## src/rtl/pipeline_pkg.sv

```systemverilog
// Shared pipeline types for the core: stage bundles, memory-stage FSM states,
// load/store funct3 codes and access-size helpers.
package pipeline;

   localparam int XLEN = 32;

   localparam logic [2:0] F3_B  = 3'b000;
   localparam logic [2:0] F3_H  = 3'b001;
   localparam logic [2:0] F3_W  = 3'b010;
   localparam logic [2:0] F3_BU = 3'b100;
   localparam logic [2:0] F3_HU = 3'b101;

   typedef enum logic [1:0] {
      IDLE,
      BUS_WAIT,
      RESP
   } mem_state_e;

   typedef enum logic [1:0] {
      SZ_B,
      SZ_H,
      SZ_W
   } acc_size_e;

   typedef struct packed {
      logic [2:0]      funct3;
      logic            mm_re;
      logic            mm_we;
      logic [XLEN-1:0] mm_addr;
      logic [XLEN-1:0] data;
      logic [4:0]      rd_addr;
   } memory_signals;

   typedef struct packed {
      logic [XLEN-1:0] data;
      logic [4:0]      rd_addr;
   } writeback_signals;

   // Stores only know SB/SH/SW; the unsigned load codes fall into the word bucket for stores.
   function automatic acc_size_e access_size(input logic [2:0] funct3, input logic is_store);
      acc_size_e sz;
      sz = SZ_W;
      if (funct3 == F3_B || (!is_store && funct3 == F3_BU)) sz = SZ_B;
      else if (funct3 == F3_H || (!is_store && funct3 == F3_HU)) sz = SZ_H;
      return sz;
   endfunction

   function automatic logic is_misaligned(input logic [2:0] funct3, input logic is_store,
                                          input logic [1:0] lane);
      logic mis;
      case (access_size(funct3, is_store))
         SZ_B:    mis = 1'b0;
         SZ_H:    mis = lane[0];
         default: mis = (lane != 2'b00);
      endcase
      return mis;
   endfunction

endpackage

```

## src/rtl/memory_stage_load_align.sv

```systemverilog
// Selects and extends the addressed byte/halfword of a bus read word.
module load_align
   import pipeline::*;
(
   input  logic [XLEN-1:0] rdata,
   input  logic [1:0]      addr,
   input  logic [2:0]      funct3,
   output logic [XLEN-1:0] result
);

   logic [7:0]  b_sel;
   logic [15:0] h_sel;

   // Lane select followed by sign or zero extension.
   always_comb begin
      b_sel = rdata[{addr, 3'b000} +: 8];
      h_sel = addr[1] ? rdata[31:16] : rdata[15:0];
      case (funct3)
         F3_B:    result = {{(XLEN-8){b_sel[7]}}, b_sel};
         F3_BU:   result = {{(XLEN-8){1'b0}}, b_sel};
         F3_H:    result = {{(XLEN-16){h_sel[15]}}, h_sel};
         F3_HU:   result = {{(XLEN-16){1'b0}}, h_sel};
         default: result = rdata;
      endcase
   end

endmodule

```

## src/rtl/memory_stage.sv

```systemverilog
// Memory stage: runs loads/stores on a ready/ack data bus and registers the
// writeback bundle. Non-memory instructions pass through in one cycle.
// Optional feature macro: MM_MISALIGN_TRAP_EN (misaligned accesses are trapped
// instead of issued, and reported on misalign/misalign_addr).
//
// state    | meaning
// IDLE     | ready for a new instruction
// BUS_WAIT | request held on the bus until dbus_ack
// RESP     | writeback pulse for the completed access
module memory_stage
   import pipeline::*;
(
   input  logic             clk,
   input  logic             reset_n,
   input  logic             in_valid,
   output logic             in_ready,
   input  memory_signals    in_sig,
   output logic             dbus_re,
   output logic             dbus_we,
   output logic [XLEN-1:0]  dbus_addr,
   output logic [XLEN-1:0]  dbus_wdata,
   output logic [3:0]       dbus_be,
   input  logic [XLEN-1:0]  dbus_rdata,
   input  logic             dbus_ack,
   output logic             wb_valid,
   output writeback_signals wb_sig
`ifdef MM_MISALIGN_TRAP_EN
   ,
   output logic             misalign,
   output logic [XLEN-1:0]  misalign_addr
`endif
);

   mem_state_e      state, state_nxt;
   memory_signals   req_q;
   logic            is_mem;
   logic            trap;
   logic [XLEN-1:0] load_data;

   assign in_ready = (state == IDLE);
   assign is_mem   = in_sig.mm_re || in_sig.mm_we;

`ifdef MM_MISALIGN_TRAP_EN
   assign trap = is_mem && is_misaligned(in_sig.funct3, in_sig.mm_we, in_sig.mm_addr[1:0]);
`else
   assign trap = 1'b0;
`endif

   load_align u_load_align (
      .rdata  (dbus_rdata),
      .addr   (req_q.mm_addr[1:0]),
      .funct3 (req_q.funct3),
      .result (load_data)
   );

   // State register.
   always_ff @(posedge clk or negedge reset_n) begin
      if (!reset_n) state <= IDLE;
      else          state <= state_nxt;
   end

   // Next state and bus request, driven straight from the latched bundle so it stays stable.
   always_comb begin
      state_nxt  = state;
      dbus_re    = 1'b0;
      dbus_we    = 1'b0;
      dbus_addr  = '0;
      dbus_wdata = '0;
      dbus_be    = 4'b0000;
      case (state)
         IDLE: begin
            if (in_valid && is_mem && !trap) state_nxt = BUS_WAIT;
         end
         BUS_WAIT: begin
            dbus_re   = req_q.mm_re && !req_q.mm_we;
            dbus_we   = req_q.mm_we;
            dbus_addr = {req_q.mm_addr[XLEN-1:2], 2'b00};
            if (req_q.mm_we) begin
               case (access_size(req_q.funct3, 1'b1))
                  SZ_B: begin
                     dbus_wdata = {4{req_q.data[7:0]}};
                     dbus_be    = 4'b0001 << req_q.mm_addr[1:0];
                  end
                  SZ_H: begin
                     dbus_wdata = {2{req_q.data[15:0]}};
                     dbus_be    = 4'b0011 << {req_q.mm_addr[1], 1'b0};
                  end
                  default: begin
                     dbus_wdata = req_q.data;
                     dbus_be    = 4'b1111;
                  end
               endcase
            end
            if (dbus_ack) state_nxt = RESP;
         end
         RESP:    state_nxt = IDLE;
         default: state_nxt = IDLE;
      endcase
   end

   // Request latch and writeback register; stores write back x0 with zero data.
   always_ff @(posedge clk or negedge reset_n) begin
      if (!reset_n) begin
         req_q    <= '0;
         wb_valid <= 1'b0;
         wb_sig   <= '0;
      end else begin
         wb_valid <= 1'b0;
         if (state == IDLE && in_valid) begin
            if (!is_mem) begin
               wb_valid       <= 1'b1;
               wb_sig.data    <= in_sig.data;
               wb_sig.rd_addr <= in_sig.rd_addr;
            end else if (!trap) begin
               req_q <= in_sig;
            end
         end
         if (state == BUS_WAIT && dbus_ack) begin
            wb_valid       <= 1'b1;
            wb_sig.data    <= req_q.mm_we ? '0 : load_data;
            wb_sig.rd_addr <= req_q.mm_we ? 5'd0 : req_q.rd_addr;
         end
      end
   end

`ifdef MM_MISALIGN_TRAP_EN
   // One-cycle trap report for a misaligned access accepted in IDLE.
   always_ff @(posedge clk or negedge reset_n) begin
      if (!reset_n) begin
         misalign      <= 1'b0;
         misalign_addr <= '0;
      end else begin
         misalign <= 1'b0;
         if (state == IDLE && in_valid && trap) begin
            misalign      <= 1'b1;
            misalign_addr <= in_sig.mm_addr;
         end
      end
   end
`endif

endmodule

```

## config.mk

```make
export PLATFORM = sky130hd
export DESIGN_NAME = memory_stage
export DESIGN_NICKNAME = d
export VERILOG_FILES = /design/src/rtl/pipeline_pkg.sv /design/src/rtl/memory_stage_load_align.sv /design/src/rtl/memory_stage.sv
export SDC_FILE = /design/constraint.sdc
export NUM_CORES = 1
export LEC_CHECK = 0
export CAP_MARGIN = 20
export CORE_ASPECT_RATIO = 1.4
export CORE_MARGIN = 2
export CORE_UTILIZATION = 40
export CTS_BUF_LIST = sky130_fd_sc_hd__clkbuf_8
export CTS_CLUSTER_DIAMETER = 30
export DETAILED_ROUTE_END_ITERATION = 8
export PLACE_DENSITY = 0.77
export SYNTH_ARGS = -nofsm -noshare
export SYNTH_HDL_FRONTEND = slang
export SYNTH_SLANG_ARGS = --single-unit
```

## constraint.sdc

```tcl
create_clock -name clk -period 2.1 [get_ports clk]
set_input_delay 0.21 -clock clk [delete_from_list [all_inputs] [get_ports clk]]
set_output_delay 0.21 -clock clk [all_outputs]
set_load 0.02 [all_outputs]
```

==> impl_metrics.yaml <==
power_and_ir_drop:
  ir_worst_vdd_v: 0.0006466
  p_per_area_nw_per_um2: 1246
  p_leak_nw: 3.953
  total_power_mw: 10.96
timing:
  rsz0062_at_grt: "true"
  relSlewSlack: 0.5929
  setup-violations-final: 0
  slew_violations: 0
  worst_clock_skew_ps: 17.35
  post-route-min-period_ps: 2030
  whs_ps: 351.5
  finalCritPeriodShare: 0.9667
  hold_violations: 0
  worst_slew_pin_slew_ps: 609.4
  fmaxAchievable_mhz: 492.6
synthesis:
  synth_area_um2: 5922
  async_reset_ff_frac: 1.000
  synthMostInstantiatedCell: "dfrtp_1"
  synth_edf_count: 0
  ys_seq_area_frac: 0.4817
  synth_common_cells: "dfrtp_1, nand2_1, mux2_2, a21oi_1"
  synth_top_area_cell: "dfrtp_1"
  synth_warnings: 0
  ys.flop_type: "dfrtp_1"
  syn_area_per_cell_um2: 10.21
  synth.distinct_cells: 45
  synth_top_area_frac: 0.4817
  ys_top_cells_by_area: "dfrtp_1, mux2_2, nand2_1"
  synth-seq-cells: 114
  synthCells: 580
setup_path:
  crit_arrival_ps: 1820
  crit_path_top_delay_cell: "dfrtp_2"
  crit_buf_inv: 2
  startpoint: "req_q[71]$_DFFE_PN0P_"
  end_kind: "primary output"
  worstPathCellList: "buf_4, mux2i_1, a211oi_1, clkdlybuf4s15_2"
  worstReg2RegStart: "req_q[38]$_DFFE_PN0P_"
  critPathTopFamily: "buffers and inverters"
  path_class: "register to primary output"
  crit_required_ps: 1890
  timing.critical_path.slowest_cell_delay_ps: 480
  cp_max_fo: 9
  cp-start-kind: "register"
job:
  max-cap-violations: 0
clock_tree:
  h-tree-depth: 4
  cts_sinks: 114
  cts_tree: "yes"
  root_buffer: "clkbuf_8"
  clock_path_buffers: 2
  tritoncts.num_buffers: 17
  clk_pin_slew_ps: 80
  post_cts_buffers: 0
  clock_latency_ps: 450
grt:
  grt_usage: 0.2777
  grt_pass1_vias: 6000
  grt_antenna_before_repair: 0
  grt_max_degree: 115
  grt_remaining_overflow: 0
  grt_pass1_wl_um: 33240
die:
  pin_count: 219
  dieArea_um2: 15810
  die_h_um: 148.0
  core-area_um2: 14440
  start_util: 0.4100
  rows: 52
  fp.dieW_um: 106.8
finish:
  stdcell_count: 1012
  synthToLayoutAreaGrowth_pct: 48.55
  drive_gt1_frac: 0.2272
  nets: 920
  antennaDiodeCount: 0
route:
  initialDrtViolationCount: 275
  ant_nets: 0
  wire_per_inst_um: 21.29
  vias_per_cell: 5.513
  drc: 0
  totalWireLength_um: 21550
  first_pass_iters: 5
  vias: 5579
min_path:
  min_path_type: "input pin to register"
  hold_start: "in_sig[72]"
placed_design:
  portBuffers: 216
  place_hpwl_um: 16130
  gp_congestion: 0.9371
  dp.cells: 979
status:
  outcome: "complete, no violations"
## layer usage
layer / wire (um) / vias to the layer above / track usage
met2: 11360 / 260 / 0.4920
met3: 1449 / 48 / 0.06173
met1: 7900 / 2757 / 0.3180
met5: 0 / - / 0
met4: 840 / 0 / 0.1221
li1: - / 2514 / -
## through the flow
step                      setup TNS [ps]  area [um^2]  utilization  setup WS (ps)
after global placement            -8.293         8472       0.5865         -8.293
after global routing             -0.6348         8797       0.6091        -0.6348
after CTS                         -6.443         8871       0.6142         -6.443
after floorplan                        0         5926            -          175.3
final                                  0         8797       0.6091          69.98
after detailed placement          -159.1         8472       0.5865         -40.73
## timing repair
item / CTS / global route
endpoints found under the setup margin: 68 / 28
resized for setup: 104 / 45
pin swaps: 1 / 0
hold buffers: 1 / 0
hold endpoints to repair: 114 / 0
## final timing paths
| kind | endpoint | slack [ps] | cells past startpoint |
|---|---|---|---|
| worst max-delay path | dbus_wdata[25] | 70 | 4 |
| worst min-delay path | req_q[72]$_DFFE_PN0P_ | 350 | 3 |
| worst max register to register | wb_sig[19]$_DFFE_PN0P_ | 120 | 4 |
| worst min register to register | wb_sig[3]$_DFFE_PN0P_ | 490 | 2 |
| max in group asynchronous | wb_sig[26]$_DFFE_PN0P_ | 1230 | 3 |
| min in group asynchronous | req_q[64]$_DFFE_PN0P_ | 410 | 3 |
## cells in the final DEF (no fill, tap or decap), types with 4 or more instances in the layout
master and instances:
dlygate4sd2_1 40, o311ai_1 6, mux2i_1 20, o22ai_1 7
buf_12 6, o21ai_0 18, nor3b_1 6, a32oi_1 16
dfrtp_1 113, mux2_2 71, buf_2 9, a21oi_1 33
nor2b_1 7, inv_1 5, nor2_1 24, nand3_1 31
nand2_1 78, clkdlybuf4s15_1 4, clkdlybuf4s50_1 147, bufinv_16 4
clkbuf_8 17, clkbuf_2 12, and3_1 8, nand2b_1 9
buf_4 35, clkinv_4 4, a21oi_2 5, or3_1 5
and2_1 31, a211oi_1 9, clkinvlp_4 4
## cells by family (layout without fill, tap and decap cells)
kind of cell,Yosys count,count (layout),synth area share
buffers and inverters,54,296,0.04416
multiplexers,93,93,0.1764
AND/OR/NAND/NOR,214,214,0.1817
AO/OA/AOI/OAI,104,104,0.1154
other,1,2,0.0006332
flip-flops,114,114,0.4817
## flip-flops by register name (all words and copies together) (netlist names)
signal / flops
wb_sig: 37
state: 2
wb_valid: 1
req_q: 74
## final cells by class
class | count | area (um^2)
flip-flops and latches | 114 | 2854
fillers | 1309 | 5647
inverters | 6 | 23.77
clock buffers | 17 | 234.0
multi-input cells | 413 | 2836
repair buffers | 258 | 2405
well taps | 189 | 236.5
clock inverters | 15 | 207.7
## tightest hold or removal path: stages
cell             delay (ps)
clkdlybuf4s50_1         400
nand2_1                  60
o21ai_0                  70
## where the power goes
group	total [mW]	leakage, nW	internal (mW)	switching, mW
Combinational	4.95	2.38	2.34	2.62
Sequential	3.69	1.37	3.04	0.648
Clock	2.32	0.209	1.30	1.02
Total	11.0	3.95	6.68	4.28
Note: power is estimated with default switching activity, not from simulation.
